File: config.mk
export PLATFORM = sky130hd
export DESIGN_NAME = fetch_ctrl_flat
export DESIGN_NICKNAME = d
export VERILOG_FILES = /design/src/rtl/fetch_pkg.sv /design/src/rtl/fetch_ctrl_if.sv /design/src/rtl/fetch_queue.sv /design/src/rtl/fetch_ctrl.sv /design/src/flat_wrapper.sv
export SDC_FILE = /design/constraint.sdc
export NUM_CORES = 1
export LEC_CHECK = 0
export CAP_MARGIN = 30
export CORE_UTILIZATION = 40
export DETAILED_ROUTE_END_ITERATION = 6
export PLACE_DENSITY = 0.66
export REMOVE_ABC_BUFFERS = 1
export SLEW_MARGIN = 40
export SYNTH_ARGS = -nofsm -noshare
export SYNTH_HDL_FRONTEND = slang
export SYNTH_SLANG_ARGS = --single-unit
File: constraint.sdc
create_clock -name clk -period 12.28 [get_ports clk]
set_input_delay 2.456 -clock clk [delete_from_list [all_inputs] [get_ports clk]]
set_output_delay 2.456 -clock clk [all_outputs]
set_load 0.03 [all_outputs]
File: src/rtl/fetch_pkg.sv
// Shared types and sizing for the instruction fetch controller.
// The queue entry pairs each fetched word with the PC it came from.
package fetch_pkg;

    localparam int unsigned XLEN        = 32;
    localparam int unsigned QUEUE_DEPTH = 2;
    localparam int unsigned PTR_W       = $clog2(QUEUE_DEPTH);
    localparam int unsigned CNT_W       = $clog2(QUEUE_DEPTH + 1);

    typedef struct packed {
        logic [XLEN-1:0] pc;
        logic [XLEN-1:0] inst;
    } fetch_entry_t;

    typedef enum logic [1:0] {
        BOOT,
        RUN,
        FAULT
    } fetch_state_e;

endpackage

File: src/rtl/fetch_ctrl_if.sv
// Bundle of the imem, decode-handshake, redirect and fault signals around fetch_ctrl.
// The master side is the fetch controller; the slave side is imem, decode and execute.
interface fetch_ctrl_if;

    logic        en;
    logic        imem_req;
    logic [31:0] imem_addr;
    logic [31:0] imem_rdata;
    logic        inst_valid;
    logic [31:0] inst_out;
    logic [31:0] inst_pc;
    logic        inst_ready;
    logic        redirect;
    logic [31:0] redirect_pc;
    logic        fault;
    logic [31:0] fault_pc;

    modport master (
        input  en,
        input  imem_rdata,
        input  inst_ready,
        input  redirect,
        input  redirect_pc,
        output imem_req,
        output imem_addr,
        output inst_valid,
        output inst_out,
        output inst_pc,
        output fault,
        output fault_pc
    );

    modport slave (
        output en,
        output imem_rdata,
        output inst_ready,
        output redirect,
        output redirect_pc,
        input  imem_req,
        input  imem_addr,
        input  inst_valid,
        input  inst_out,
        input  inst_pc,
        input  fault,
        input  fault_pc
    );

endinterface

File: src/rtl/fetch_queue.sv
// Small FIFO of fetched (pc, inst) entries with push, pop and flush.
// Flush has priority over any push or pop in the same cycle.
module fetch_queue
    import fetch_pkg::*;
(
    input  logic               clk,
    input  logic               rst,
    input  logic               push,
    input  fetch_entry_t       push_entry,
    input  logic               pop,
    input  logic               flush,
    output fetch_entry_t       head,
    output logic [CNT_W-1:0]   count
);

    fetch_entry_t     mem [QUEUE_DEPTH];
    logic [PTR_W-1:0] rd_ptr;
    logic [PTR_W-1:0] wr_ptr;
    logic             do_push;
    logic             do_pop;

    // Guarded so a misbehaving caller can never overrun or underrun the storage
    assign do_pop  = pop && (count != '0);
    assign do_push = push && ((count < CNT_W'(QUEUE_DEPTH)) || do_pop);
    assign head    = mem[rd_ptr];

    function automatic logic [PTR_W-1:0] ptr_inc(input logic [PTR_W-1:0] p);
        return (p == PTR_W'(QUEUE_DEPTH - 1)) ? '0 : p + PTR_W'(1);
    endfunction

    always_ff @(posedge clk or posedge rst) begin
        if (rst) begin
            rd_ptr <= '0;
            wr_ptr <= '0;
            count  <= '0;
            for (int i = 0; i < QUEUE_DEPTH; i++) begin
                mem[i] <= '0;
            end
        end else if (flush) begin
            rd_ptr <= '0;
            wr_ptr <= '0;
            count  <= '0;
        end else begin
            if (do_push) begin
                mem[wr_ptr] <= push_entry;
                wr_ptr      <= ptr_inc(wr_ptr);
            end
            if (do_pop) begin
                rd_ptr <= ptr_inc(rd_ptr);
            end
            count <= count + CNT_W'(do_push) - CNT_W'(do_pop);
        end
    end

endmodule

File: src/rtl/fetch_ctrl.sv
// Fetch controller: owns the PC, issues one imem read per cycle, buffers responses
// for decode, applies execute redirects and latches a sticky fault on bad PCs.
module fetch_ctrl
    import fetch_pkg::*;
#(
    parameter logic [31:0] RESET_PC   = 32'h0000_0000,
    parameter int unsigned IMEM_WORDS = 4
) (
    input  logic         clk,
    input  logic         rst,
    fetch_ctrl_if.master bus
);

    localparam logic [XLEN-1:0] PC_LIMIT = XLEN'(IMEM_WORDS * 4);

    fetch_state_e     state;
    fetch_state_e     state_nx;
    logic [XLEN-1:0]  pc;
    logic [XLEN-1:0]  pc_nx;
    logic [XLEN-1:0]  req_pc;
    logic             inflight;
    logic             issue;
    logic             fault_set;
    logic             fault_r;
    logic [XLEN-1:0]  fault_pc_r;

    logic             redir;
    logic             resp_live;
    logic             q_valid;
    logic             bypass;
    logic             pop_any;
    logic             want_req;
    logic             bad_pc;
    logic [2:0]       occ;

    logic             q_push;
    logic             q_pop;
    fetch_entry_t     q_entry;
    fetch_entry_t     q_head;
    logic [CNT_W-1:0] q_count;

    fetch_queue u_queue (
        .clk        (clk),
        .rst        (rst),
        .push       (q_push),
        .push_entry (q_entry),
        .pop        (q_pop),
        .flush      (redir),
        .head       (q_head),
        .count      (q_count)
    );

    // A redirect kills the response arriving this cycle, so it is neither shown nor queued
    assign redir     = bus.redirect && (state == RUN);
    assign resp_live = inflight && !redir;
    assign q_valid   = (q_count != '0);
    assign bypass    = !q_valid && resp_live;
    assign pop_any   = bus.inst_valid && bus.inst_ready;
    assign q_pop     = q_valid && bus.inst_ready;
    assign q_push    = resp_live && !(bypass && bus.inst_ready);

    always_comb begin : entry_build
        q_entry      = '0;
        q_entry.pc   = req_pc;
        q_entry.inst = bus.imem_rdata;
    end

    // Entries held after this cycle, before any new request
    assign occ      = 3'(q_count) + 3'(resp_live) - 3'(pop_any);
    assign want_req = bus.en && !redir && (occ < 3'(QUEUE_DEPTH));
    assign bad_pc   = (pc[1:0] != 2'b00) || (pc >= PC_LIMIT);

    always_comb begin : fsm_next
        state_nx  = state;
        pc_nx     = pc;
        issue     = 1'b0;
        fault_set = 1'b0;
        unique case (state)
            BOOT: state_nx = RUN;
            RUN: begin
                if (redir) begin
                    pc_nx = bus.redirect_pc;
                end else if (want_req) begin
                    if (bad_pc) begin
                        fault_set = 1'b1;
                        state_nx  = FAULT;
                    end else begin
                        issue = 1'b1;
                        pc_nx = pc + XLEN'(4);
                    end
                end
            end
            FAULT: state_nx = FAULT;
            default: state_nx = BOOT;
        endcase
    end

    always_ff @(posedge clk or posedge rst) begin
        if (rst) begin
            state <= BOOT;
        end else begin
            state <= state_nx;
        end
    end

    always_ff @(posedge clk or posedge rst) begin
        if (rst) begin
            pc         <= RESET_PC;
            req_pc     <= '0;
            inflight   <= 1'b0;
            fault_r    <= 1'b0;
            fault_pc_r <= '0;
        end else begin
            pc       <= pc_nx;
            inflight <= issue;
            if (issue) begin
                req_pc <= pc;
            end
            if (fault_set) begin
                fault_r    <= 1'b1;
                fault_pc_r <= pc;
            end
        end
    end

    // Head of queue when non-empty, otherwise the live imem response is presented directly
    assign bus.imem_req   = issue;
    assign bus.imem_addr  = {pc[XLEN-1:2], 2'b00};
    assign bus.inst_valid = q_valid || bypass;
    assign bus.inst_out   = q_valid ? q_head.inst : (bypass ? bus.imem_rdata : '0);
    assign bus.inst_pc    = q_valid ? q_head.pc   : (bypass ? req_pc         : '0);
    assign bus.fault      = fault_r;
    assign bus.fault_pc   = fault_pc_r;

endmodule

File: src/flat_wrapper.sv
// flat-port wrapper written by rule: the top's interface ports become plain ports
module fetch_ctrl_flat import fetch_pkg::*;
#(
    parameter logic [31:0] RESET_PC   = 32'h0000_0000,
    parameter int unsigned IMEM_WORDS = 4
)
  (clk, rst, bus_en, bus_imem_rdata, bus_inst_ready, bus_redirect, bus_redirect_pc, bus_imem_req, bus_imem_addr, bus_inst_valid, bus_inst_out, bus_inst_pc, bus_fault, bus_fault_pc);
  fetch_ctrl_if bus_i ();
  input  logic clk;
  input  logic rst;
  input wire logic [$bits(bus_i.en)-1:0] bus_en;
  input wire logic [$bits(bus_i.imem_rdata)-1:0] bus_imem_rdata;
  input wire logic [$bits(bus_i.inst_ready)-1:0] bus_inst_ready;
  input wire logic [$bits(bus_i.redirect)-1:0] bus_redirect;
  input wire logic [$bits(bus_i.redirect_pc)-1:0] bus_redirect_pc;
  output wire logic [$bits(bus_i.imem_req)-1:0] bus_imem_req;
  output wire logic [$bits(bus_i.imem_addr)-1:0] bus_imem_addr;
  output wire logic [$bits(bus_i.inst_valid)-1:0] bus_inst_valid;
  output wire logic [$bits(bus_i.inst_out)-1:0] bus_inst_out;
  output wire logic [$bits(bus_i.inst_pc)-1:0] bus_inst_pc;
  output wire logic [$bits(bus_i.fault)-1:0] bus_fault;
  output wire logic [$bits(bus_i.fault_pc)-1:0] bus_fault_pc;
  assign bus_i.en = bus_en;
  assign bus_i.imem_rdata = bus_imem_rdata;
  assign bus_i.inst_ready = bus_inst_ready;
  assign bus_i.redirect = bus_redirect;
  assign bus_i.redirect_pc = bus_redirect_pc;
  assign bus_imem_req = bus_i.imem_req;
  assign bus_imem_addr = bus_i.imem_addr;
  assign bus_inst_valid = bus_i.inst_valid;
  assign bus_inst_out = bus_i.inst_out;
  assign bus_inst_pc = bus_i.inst_pc;
  assign bus_fault = bus_i.fault;
  assign bus_fault_pc = bus_i.fault_pc;
  fetch_ctrl #(.RESET_PC(RESET_PC), .IMEM_WORDS(IMEM_WORDS)) u_core (.clk(clk), .rst(rst), .bus(bus_i));
endmodule
# Word-level counts from Yosys, hierarchy flattened
# Index checks and enable logic that the tools add are counted.
dict set report op_classes {
  n_addsub 7
  n_mul 0
  div 0
  order_cmp 6
  eq_ne 6
  shifts 0
  mux 32
  bitwise_logic 3
  n_reduce_logical 27
}
# op count
set op_table {}
lappend op_table {{$mux 64} 4}
lappend op_table {{$mux 32} 7}
lappend op_table {{$bwmux 128} 1}
lappend op_table {{$demux 64 s1} 1}
lappend op_table {{$add 32x3->32 const B} 1}
lappend op_table {{$ge 32x5->1 const B} 1}
lappend op_table {{$mux 1} 14}
lappend op_table {{$logic_and 1x1->1} 12}
lappend op_table {{$reduce_bool 2->1} 5}
lappend op_table {{$mux 2} 4}
lappend op_table {{$ne 2x1->1 const B} 3}
lappend op_table {{$pmux 2 s3} 1}
lappend op_table {{$reduce_and 3->1} 2}
lappend op_table {{$ge 2x2->1 const B} 2}
lappend op_table {{$not 1->2} 2}
lappend op_table {{$add 2x1->3} 1}
lappend op_table {{$logic_not 1->1} 3}
lappend op_table {{$logic_or 1x1->1} 3}
lappend op_table {{$lt 3x2->1 const B} 1}
lappend op_table {{$sub 3x1->3} 1}
lappend op_table {{$add 1x1->1 const B} 2}
lappend op_table {{$add 2x1->2} 1}
lappend op_table {{$eq 2x1->1 const B} 1}
lappend op_table {{$eq 2x2->1 const B} 1}
lappend op_table {{7 further kinds} 7}
dict set report word_totals {
  regBits 232
  latch_bits 0
  ramBits 0
  mem_bits_ro 0
  in_bits 69
  out_inout_bits 131
  word_cells 94
  memories 0
}

# Logic depth before layout (Yosys ltp)
dict set report depth {
  depth_word 13
  mapped_depth 19
  mapped_depth_nobuf 16
}

# Modules after synthesis
# Synthesis repeated with hierarchy kept, for this count alone.
dict set report unflattened {
  hier_cells 733
  area_unflattened_um2 10724.0
}
# module n_inst cells_each area_per_inst_um2 seq_area_each_um2
set modules_own_cells {}
lappend modules_own_cells {fetch_queue 1 364 5898.2 3303.2}
lappend modules_own_cells {fetch_ctrl 1 369 4825.9 2502.4}

# Worst setup path after synthesis
# Ideal clock, no wire load.
dict set report synth_timing {
  path_type {input-to-output}
  startpoint {in bus_redirect}
  endpoint {out bus_imem_req}
  arrival_time_ns 5.255
  t_required_ns 9.824
  slack_ns 4.569
  stages 15
  n_path_buf 2
  path_cell_list {nand2_1 > and2_1 > clkbuf_1 > clkbuf_1 > inv_1 > nand2_1 > and2_1 > ha_1 > nand2b_1 > fa_1 > xor2_1 > nor3_1 > and2_1 > nand2_1 > inv_1}
}
dict set report synth_between {
  elab_chain_len 12
  word_cells_on_any_way 14
  classes_between {2 x add/sub; 1 x order compare; 3 x mux; 8 x reduce/logical}
}
# item line
set synth_lines {}
lappend synth_lines {{start: declaration} flat_wrapper.sv:14} ;# input wire logic [$bits(bus_i.redirect)-1:0] bus_redirect;
lappend synth_lines {{$logic_and 1x1->1} fetch_ctrl.sv:54} ;# assign redir = bus.redirect && (state == RUN);
lappend synth_lines {{$logic_not 1->1} fetch_ctrl.sv:55} ;# assign resp_live = inflight && !redir;
lappend synth_lines {{$logic_and 1x1->1} fetch_ctrl.sv:55}
lappend synth_lines {{$logic_and 1x1->1} fetch_ctrl.sv:57} ;# assign bypass = !q_valid && resp_live;
lappend synth_lines {{$logic_or 1x1->1} fetch_ctrl.sv:129} ;# assign bus.inst_valid = q_valid || bypass;
lappend synth_lines {{via bus_inst_valid} flat_wrapper.sv:18} ;# output wire logic [$bits(bus_i.inst_valid)-1:0] bus_inst_valid;
lappend synth_lines {{$logic_and 1x1->1} fetch_ctrl.sv:58} ;# assign pop_any = bus.inst_valid && bus.inst_ready;
lappend synth_lines {{$sub 3x1->3} fetch_ctrl.sv:69} ;# assign occ = 3'(q_count) + 3'(resp_live) - 3'(pop_any);
lappend synth_lines {{$lt 3x2->1} fetch_ctrl.sv:70} ;# assign want_req = bus.en && !redir && (occ < 3'(QUEUE_DEPTH));
lappend synth_lines {{$logic_and 1x1->1} fetch_ctrl.sv:70}
lappend synth_lines {{$mux 1} fetch_ctrl.sv:83} ;# end else if (want_req) begin
lappend synth_lines {{$mux 1} fetch_ctrl.sv:81} ;# if (redir) begin
lappend synth_lines {{$mux 1} fetch_ctrl.sv:78} ;# unique case (state)
lappend synth_lines {{end: declaration} flat_wrapper.sv:16} ;# output wire logic [$bits(bus_i.imem_req)-1:0] bus_imem_req;
# The timed path passes the listed nets, and every way through them passes these cells.

# Worst setup path after layout
dict set report layout_timing {
  startpoint {in bus_redirect}
  endpoint {out bus_imem_req}
}
dict set report layout_between {
  elab_chain_len 12
  word_cells_on_any_way 14
  classes_between {2 x add/sub; 1 x order compare; 3 x mux; 8 x reduce/logical}
}
# item line
set layout_lines {}
lappend layout_lines {{$logic_and 1x1->1 (*)} fetch_ctrl.sv:54}
lappend layout_lines {{parallel branches: the longest is 9 deep, another holds $add 2x1->3} -}
lappend layout_lines {{$mux 1 (*)} fetch_ctrl.sv:81}
lappend layout_lines {{$mux 1 (*)} fetch_ctrl.sv:78}
# Every way passes the cells marked *.

==> flow_summary.yaml <==
run_status:
  status: "finished, final reports clean"
layout:
  finish.utilization: 0.5262
  num_antenna_cells: 0
  syn_to_final_growth_pct: 27.59
  finalNetCount: 1026
  nFillCells: 2222
  drive_above_1_share: 0.2554
clock_tree:
  cts_made_buffers: 26
  insertion_delay_ns: 0.53
  ctsLongestPathBuffers: 3
  clk_pin_slew_ns: 0.06
  cts_root_buf: "clkbuf_16"
  ctsHtreeMaxLevel: 1
  ctsHoldBuffers: 0
  cts_tree: "done"
  cts.sinks: 232
  post_cts_resize_count: 0
  post_cts_buffers: 0
routing:
  drcViolationCount: 0
  drt-initial-drc-count: 297
  viasPerCell: 5.095
  via_count: 6608
  drt-total-wl_um: 22890
  postRouteAntennaNets: 0
  drt-pass1-iter-count: 4
  avgRoutedWirePerCell_um: 17.65
power_and_ir_drop:
  power_density_nw_per_um2: 197.9
  p_int_mw: 1.756
  irDropWorstVdd_mv: 0.2171
  p_seq_frac: 0.376
  p_leak_nw: 6.111
  clkPwrFrac: 0.291
  p_switching_mw: 0.8969
  netSwitchingFraction: 0.3381
  power_mw: 2.653
  combinationalPowerShare: 0.333
floorplan:
  initial_core_util: 0.4124
  die_w_um: 164.1
  die_area_um2: 26910
  row_count: 58
  pin_count: 200
  core-area_um2: 25470
  die_h_um: 164.1
synth:
  seq_area_frac_synth: 0.5526
  yosys.area.top_type_share: 0.5526
  netlist_instances: 798
  yosysWarnings: 0
  synth_area_leaders: "dfrtp_1, mux2_2, mux2i_1"
  synth_edf_count: 0
  syn-cell-area_um2: 10510
  ys_ff_latch: 232
  yosysUniqueCellTypes: 35
  synthFlopType: "dfrtp_1"
  yosysTopAreaCell: "dfrtp_1"
  async_flop_share: 1.000
  syn_avg_cell_area_um2: 13.16
worst_setup_path:
  start_kind: "input pin"
  cp-end-kind: "output pin"
  rr_endpoint: "u_core.bus.fault_pc[31]"
  critPathTopFamily: "buffers and inverters"
  crit_required_ns: 9.82
  crit_path_max_fanout: 67
  path_cells: "clkdlybuf4s50_1 > nand2_1 > and2_2 > buf_6 > inv_1 > nand2_1 > and2_1 > ha_1 > nand2b_1 > fa_1 > xor2_1 > nor3_1 > and2_1 > nand2_2 > inv_1 > clkdlybuf4s50_1"
  rrSetupSlack_ns: 7.92
  reg2reg_from: "u_core.state[0]"
  slowest_stage: "clkdlybuf4s50_1"
  worst-path-buf-inv: 5
  reg2regPathDepth: 16
  critPathArrivalTime_ns: 6.86
  critPathKind: "input pin to output pin"
  max_stage_delay_ns: 0.74
timing:
  setup_tns_ns: 0
  worst_pin_slew_ns: 0.7838
  hold_viol: 0
  drv_slew: 0
  fmax_ghz: 0.1073
  whs_ns: 0.4847
  finClkSkew_ns: 0.02383
  min_period_ns: 9.316
  relSlewSlack: 0.4775
  finalCritPeriodShare: 0.7586
  rsz0062_at_grt: "no"
  finalSetupViolations: 0
flow_run:
  drv_cap: 0
placement:
  io_buffers: 197
  dp_hpwl_um: 13490
  place_congestion: 0.7244
global_route:
  antenna_found_initial: 0
  grt_pass1_wl_um: 37360
  grt_overflow: 0
  grt_usage: 0.1761
  grt_max_degree: 149
  grt_pass1_vias: 7040
hold_path:
  hold_path_depth: 1
  min_path_type: "register to register"
  min_from: "u_core.bus.fault"
  hold_path_end: "u_core.bus.fault"
worst max path at each step:
| stage | cells past startpoint | slack, ns | startpoint | endpoint |
|---|---|---|---|---|
| floorplan | 11 | 2.47 | u_core.u_queue.count[1] | bus_imem_req |
| global placement | 16 | 2.37 | bus_redirect | bus_imem_req |
| detailed placement | 16 | 2.65 | bus_redirect | bus_imem_req |
| CTS | 16 | 2.64 | bus_redirect | bus_imem_req |
| global route | 16 | 2.53 | bus_redirect | bus_imem_req |
| finish | 16 | 2.96 | bus_redirect | bus_imem_req |
cells in the final DEF (no fill, tap or decap), drive strengths merged, types with 2 or more instances in the layout:
cell type        n
clkbuf          44
buf              8
nand3           66
mux2i           64
mux2           193
xor2             3
nor4             8
dfrtp          232
and2            35
inv             10
nor2             6
clkdlybuf4s50  197
o21ai           68
conb             2
ha               7
nand2            9
bufinv           2
per-stage QoR:
step	cells	area [um^2]	worst slack, ns
3_3_place_gp	1250	12490	2.370
5_1_grt	1297	13400	2.529
2_1_floorplan	715	10000	2.471
3_5_place_dp	1250	12510	2.652
6_report	1297	13400	2.964
4_1_cts	1296	13360	2.640
flip-flops by register name, indices dropped and copies added, names as in the netlist:
name	count
u_core.u_queue.wr_ptr	1
u_core.u_queue.count	2
u_core.inflight	1
u_core.bus.fault_pc	32
u_core.pc	32
u_core.req_pc	32
u_core.u_queue.rd_ptr	1
u_core.bus.fault	1
u_core.state	2
u_core.u_queue.mem	128
synth_stat cells, types with 3 or more instances:
master,count
xor2_1,3
nor4_1,7
nand3_1,66
dfrtp_1,232
ha_1,7
buf_2,13
buf_4,32
mux2_2,164
clkbuf_1,24
nand2_1,9
o21ai_0,67
nor2_1,5
buf_12,3
inv_1,10
mux2i_1,64
mux2_4,29
buf_1,11
and2_1,35
power groups by stage:
stage | logic [mW] | clock network [mW] | registers, mW
floorplan | 0.319 | 0 | 1.21
global placement | 0.874 | 0 | 1.01
detailed placement | 0.877 | 0 | 1.01
CTS | 0.882 | 0.795 | 1.00
global route | 0.941 | 0.824 | 1.02
finish | 0.884 | 0.771 | 0.998
cell families after synthesis:
group / Yosys count / synth area share
adders and majority gates: 8 / 0.01024
muxes: 257 / 0.2782
xor gates and xnor gates: 4 / 0.003336
and+or+nand+nor: 128 / 0.06658
AOI/OAI and AO/OA: 74 / 0.03668
DFF: 232 / 0.5526
buffers and inverters: 94 / 0.05193
other: 1 / 0.0003570
metal layers:
| layer | vias to the layer above | track usage | part of all wire |
|---|---|---|---|
| li1 | 3080 | - | - |
| met1 | 3291 | 0.2260 | 0.44 |
| met2 | 203 | 0.2839 | 0.45 |
| met3 | 34 | 0.06313 | 0.090 |
| met4 | 0 | 0.04082 | 0.020 |
| met5 | - | 0 | 0 |
layout make-up:
class | instances | area (um^2) | area share
flip-flops and latches | 232 | 5809 | 0.4334
multi-input cells | 473 | 4192 | 0.3127
repair buffers | 206 | 2085 | 0.1555
clock buffers | 43 | 785.8 | 0.05863
well taps | 330 | 412.9 | 0.03081
clock inverters | 3 | 65.06 | 0.004854
inverters | 10 | 53.80 | 0.004014
No activity file was read; power rests on OpenSTA's default activity.
==> RTL edit: new RTL, config.mk and constraints unchanged <==
Reset style: synchronous (`rst`), changed in 3 clocked blocks.
--- a/src/rtl/fetch_queue.sv
+++ b/src/rtl/fetch_queue.sv
@@ -29,5 +29,5 @@
     endfunction
 
-    always_ff @(posedge clk or posedge rst) begin
+    always_ff @(posedge clk) begin
         if (rst) begin
             rd_ptr <= '0;
--- a/src/rtl/fetch_ctrl.sv
+++ b/src/rtl/fetch_ctrl.sv
@@ -96,5 +96,5 @@
     end
 
-    always_ff @(posedge clk or posedge rst) begin
+    always_ff @(posedge clk) begin
         if (rst) begin
             state <= BOOT;
@@ -104,5 +104,5 @@
     end
 
-    always_ff @(posedge clk or posedge rst) begin
+    always_ff @(posedge clk) begin
         if (rst) begin
             pc         <= RESET_PC;
Behaviour: differs if rst is asserted again (counterexample within 4 cycles, from zero or initial values and one cycle with rst high); with rst held inactive, the same outputs for 4 cycles.
==> RTL edit against the original RTL <==
  * Wire length increased by 1.8%
  * Global-route usage grew 0.53 points
  * Final area decreased by 3.6%
  * Synthesized cell count up 14%
  * Cell count rose by 7.5%
  * Register-to-register slack worse by 0.30 ns
  * Count of clock-buffer cells in the layout shrank 7
  * Area after synthesis fell by 4.0%
  * Via count increased by 4.7%
  * Sequential cell count increased by 1
  * Setup slack lost 0.20 ns
  * Utilization rose by 0.070 points
  * Maximum frequency fell by 2.1%
  * Critical endpoint unchanged
  * Highest routed layer unchanged
Power is not compared: it rests on default switching activity, and its combinational part moved more than twofold at a synthesized area within 25%.
==> RTL edit: results (changes against the original RTL) <==
worst-margin pin slew = 0.862 ns (+0.0777 ns)
vias in the first global route = 7,003 (-0.53%)
fill count = 2,182 (-1.8%)
routed wl met2 = 9990 um (-2.0%)
Final Core Density = 52.7% (+0.070 points)
grt met3 use = 6.30% (-0.011 points)
# nets final = 1,129 (+10%)
nonclk inv count = 8 (-2)
layout clock buffer count = 36 (-16%)
XOR/XNOR Fraction of Synth Area = 0.521% (+0.19 points)
vias per std cell = 4.96 (-2.6%)
fraction of area in multi-input gates = 28.5% (-2.8 points)
Met1 Routed Length = 10,600 um (+4.0%)
dpl hpwl = 13,300 um (-1.4%)
max reg flops = 128 (unchanged)
adder-cell share of the synthesized area = 1.07% (+0.042 points)
Layout clock area frac = 5.83% (-0.52 points)
global-route wire length before repair = 37,700 um (+0.81%)
layout cells sized above 1 = 5.51% (-20 points)
Multi-In Gates = 573 (+21%)
drt wl/cell = 16.7 um (-5.3%)
initial antenna violation count = 0 (unchanged)
Num CTS Buffers = 26 (unchanged)
GRT Total Usage = 18.1% (+0.53 points)
Leakage = 4.67 nW
Seq/Total Area, Yosys = 58.9% (+3.7 points)
Synth area leaders = edfxtp_1, dfxtp_1, mux2i_1
status = complete, no violations
RD Place Congestion = 0.790 (+9.0%)
Worst path slowest cell = clkdlybuf4s50_1
Clock Power Share = 36.8%
H-tree levels = 1 (unchanged)
Setup WS pre-CTS = 2.80 ns (+0.144 ns)
Worst Skew = 0.00573 ns (-0.0181 ns)
met3 WL post-DR = 2210 um (+6.7%)
Seq/total area = 46.0% (+2.7 points)
post-synthesis mux area share = 10.1% (-18 points)
worst-path maximum fanout = 67 (unchanged)
Area Growth Syn to Fin = 28.1%
met1 Use GR = 24.4% (+1.8 points)
Post-synth top flop = edfxtp_1
CP max stage delay = 0.77 ns (+0.03 ns)
Arr. time, crit path = 7.06 ns (+0.20 ns)
GRT met2 Usage = 28.0% (-0.39 points)
cell taking the most area after synthesis = edfxtp_1
Post-synth top cells = and2_1, edfxtp_1, dfxtp_1
Non-Clock Buffer Area Fraction = 16.3% (+0.75 points)
seq_cells = 233 (+0.43%)
number of flops mapped to enable cells by yosys = 128 (+128)
share of synthesized registers carrying an async set or reset = 0% (-100 points)
Area after DPL = 12,200 um2 (-2.7%)
Signal buffers = 210 (+1.9%)
Hold WC Path Type = flop to flop
Starting DRT DRC Count = 331 (+11%)
synth unique cells = 36 (+2.9%)
largest net degree at the start of global routing = 129 (-13%)
post-synthesis compound-gate area fraction = 5.30% (+1.6 points)
## RTL edit: cell types whose count changed in the layout (fill, tap and decap cells not counted), moves of 35 or more
cell,unedited run,this run
dfrtp_1,231,0
mux2_2,164,0
edfxtp_1,0,128
and2_1,34,160
dfxtp_1,0,104
nand2_1,8,59
mux2i_1,64,102
nor2_1,4,39
## RTL edit: path summary, 6_finish.rpt
path / start / end / slack [ns] / depth (start not counted)
max: bus_redirect / bus_imem_req / 2.76 / 15
min: u_core.bus.fault / u_core.bus.fault / 0.45 / 2
max reg2reg: u_core.state[1] / u_core.req_pc[29] / 7.62 / 18
min reg2reg: u_core.bus.fault / u_core.bus.fault / 0.45 / 2
## RTL edit: worst min-delay path, cell delays in order, from the launching register on
cell and delay, ns:
dfxtp_1 0.31, inv_1 0.05, a21oi_1 0.05
## RTL edit: stage by stage
stage                     cells  power [mW]
after global routing       1394        1.99
after CTS                  1394        1.93
after detailed placement   1348        1.22
after global placement     1346        1.21
after floorplan             814        1.08
final                      1394        1.90
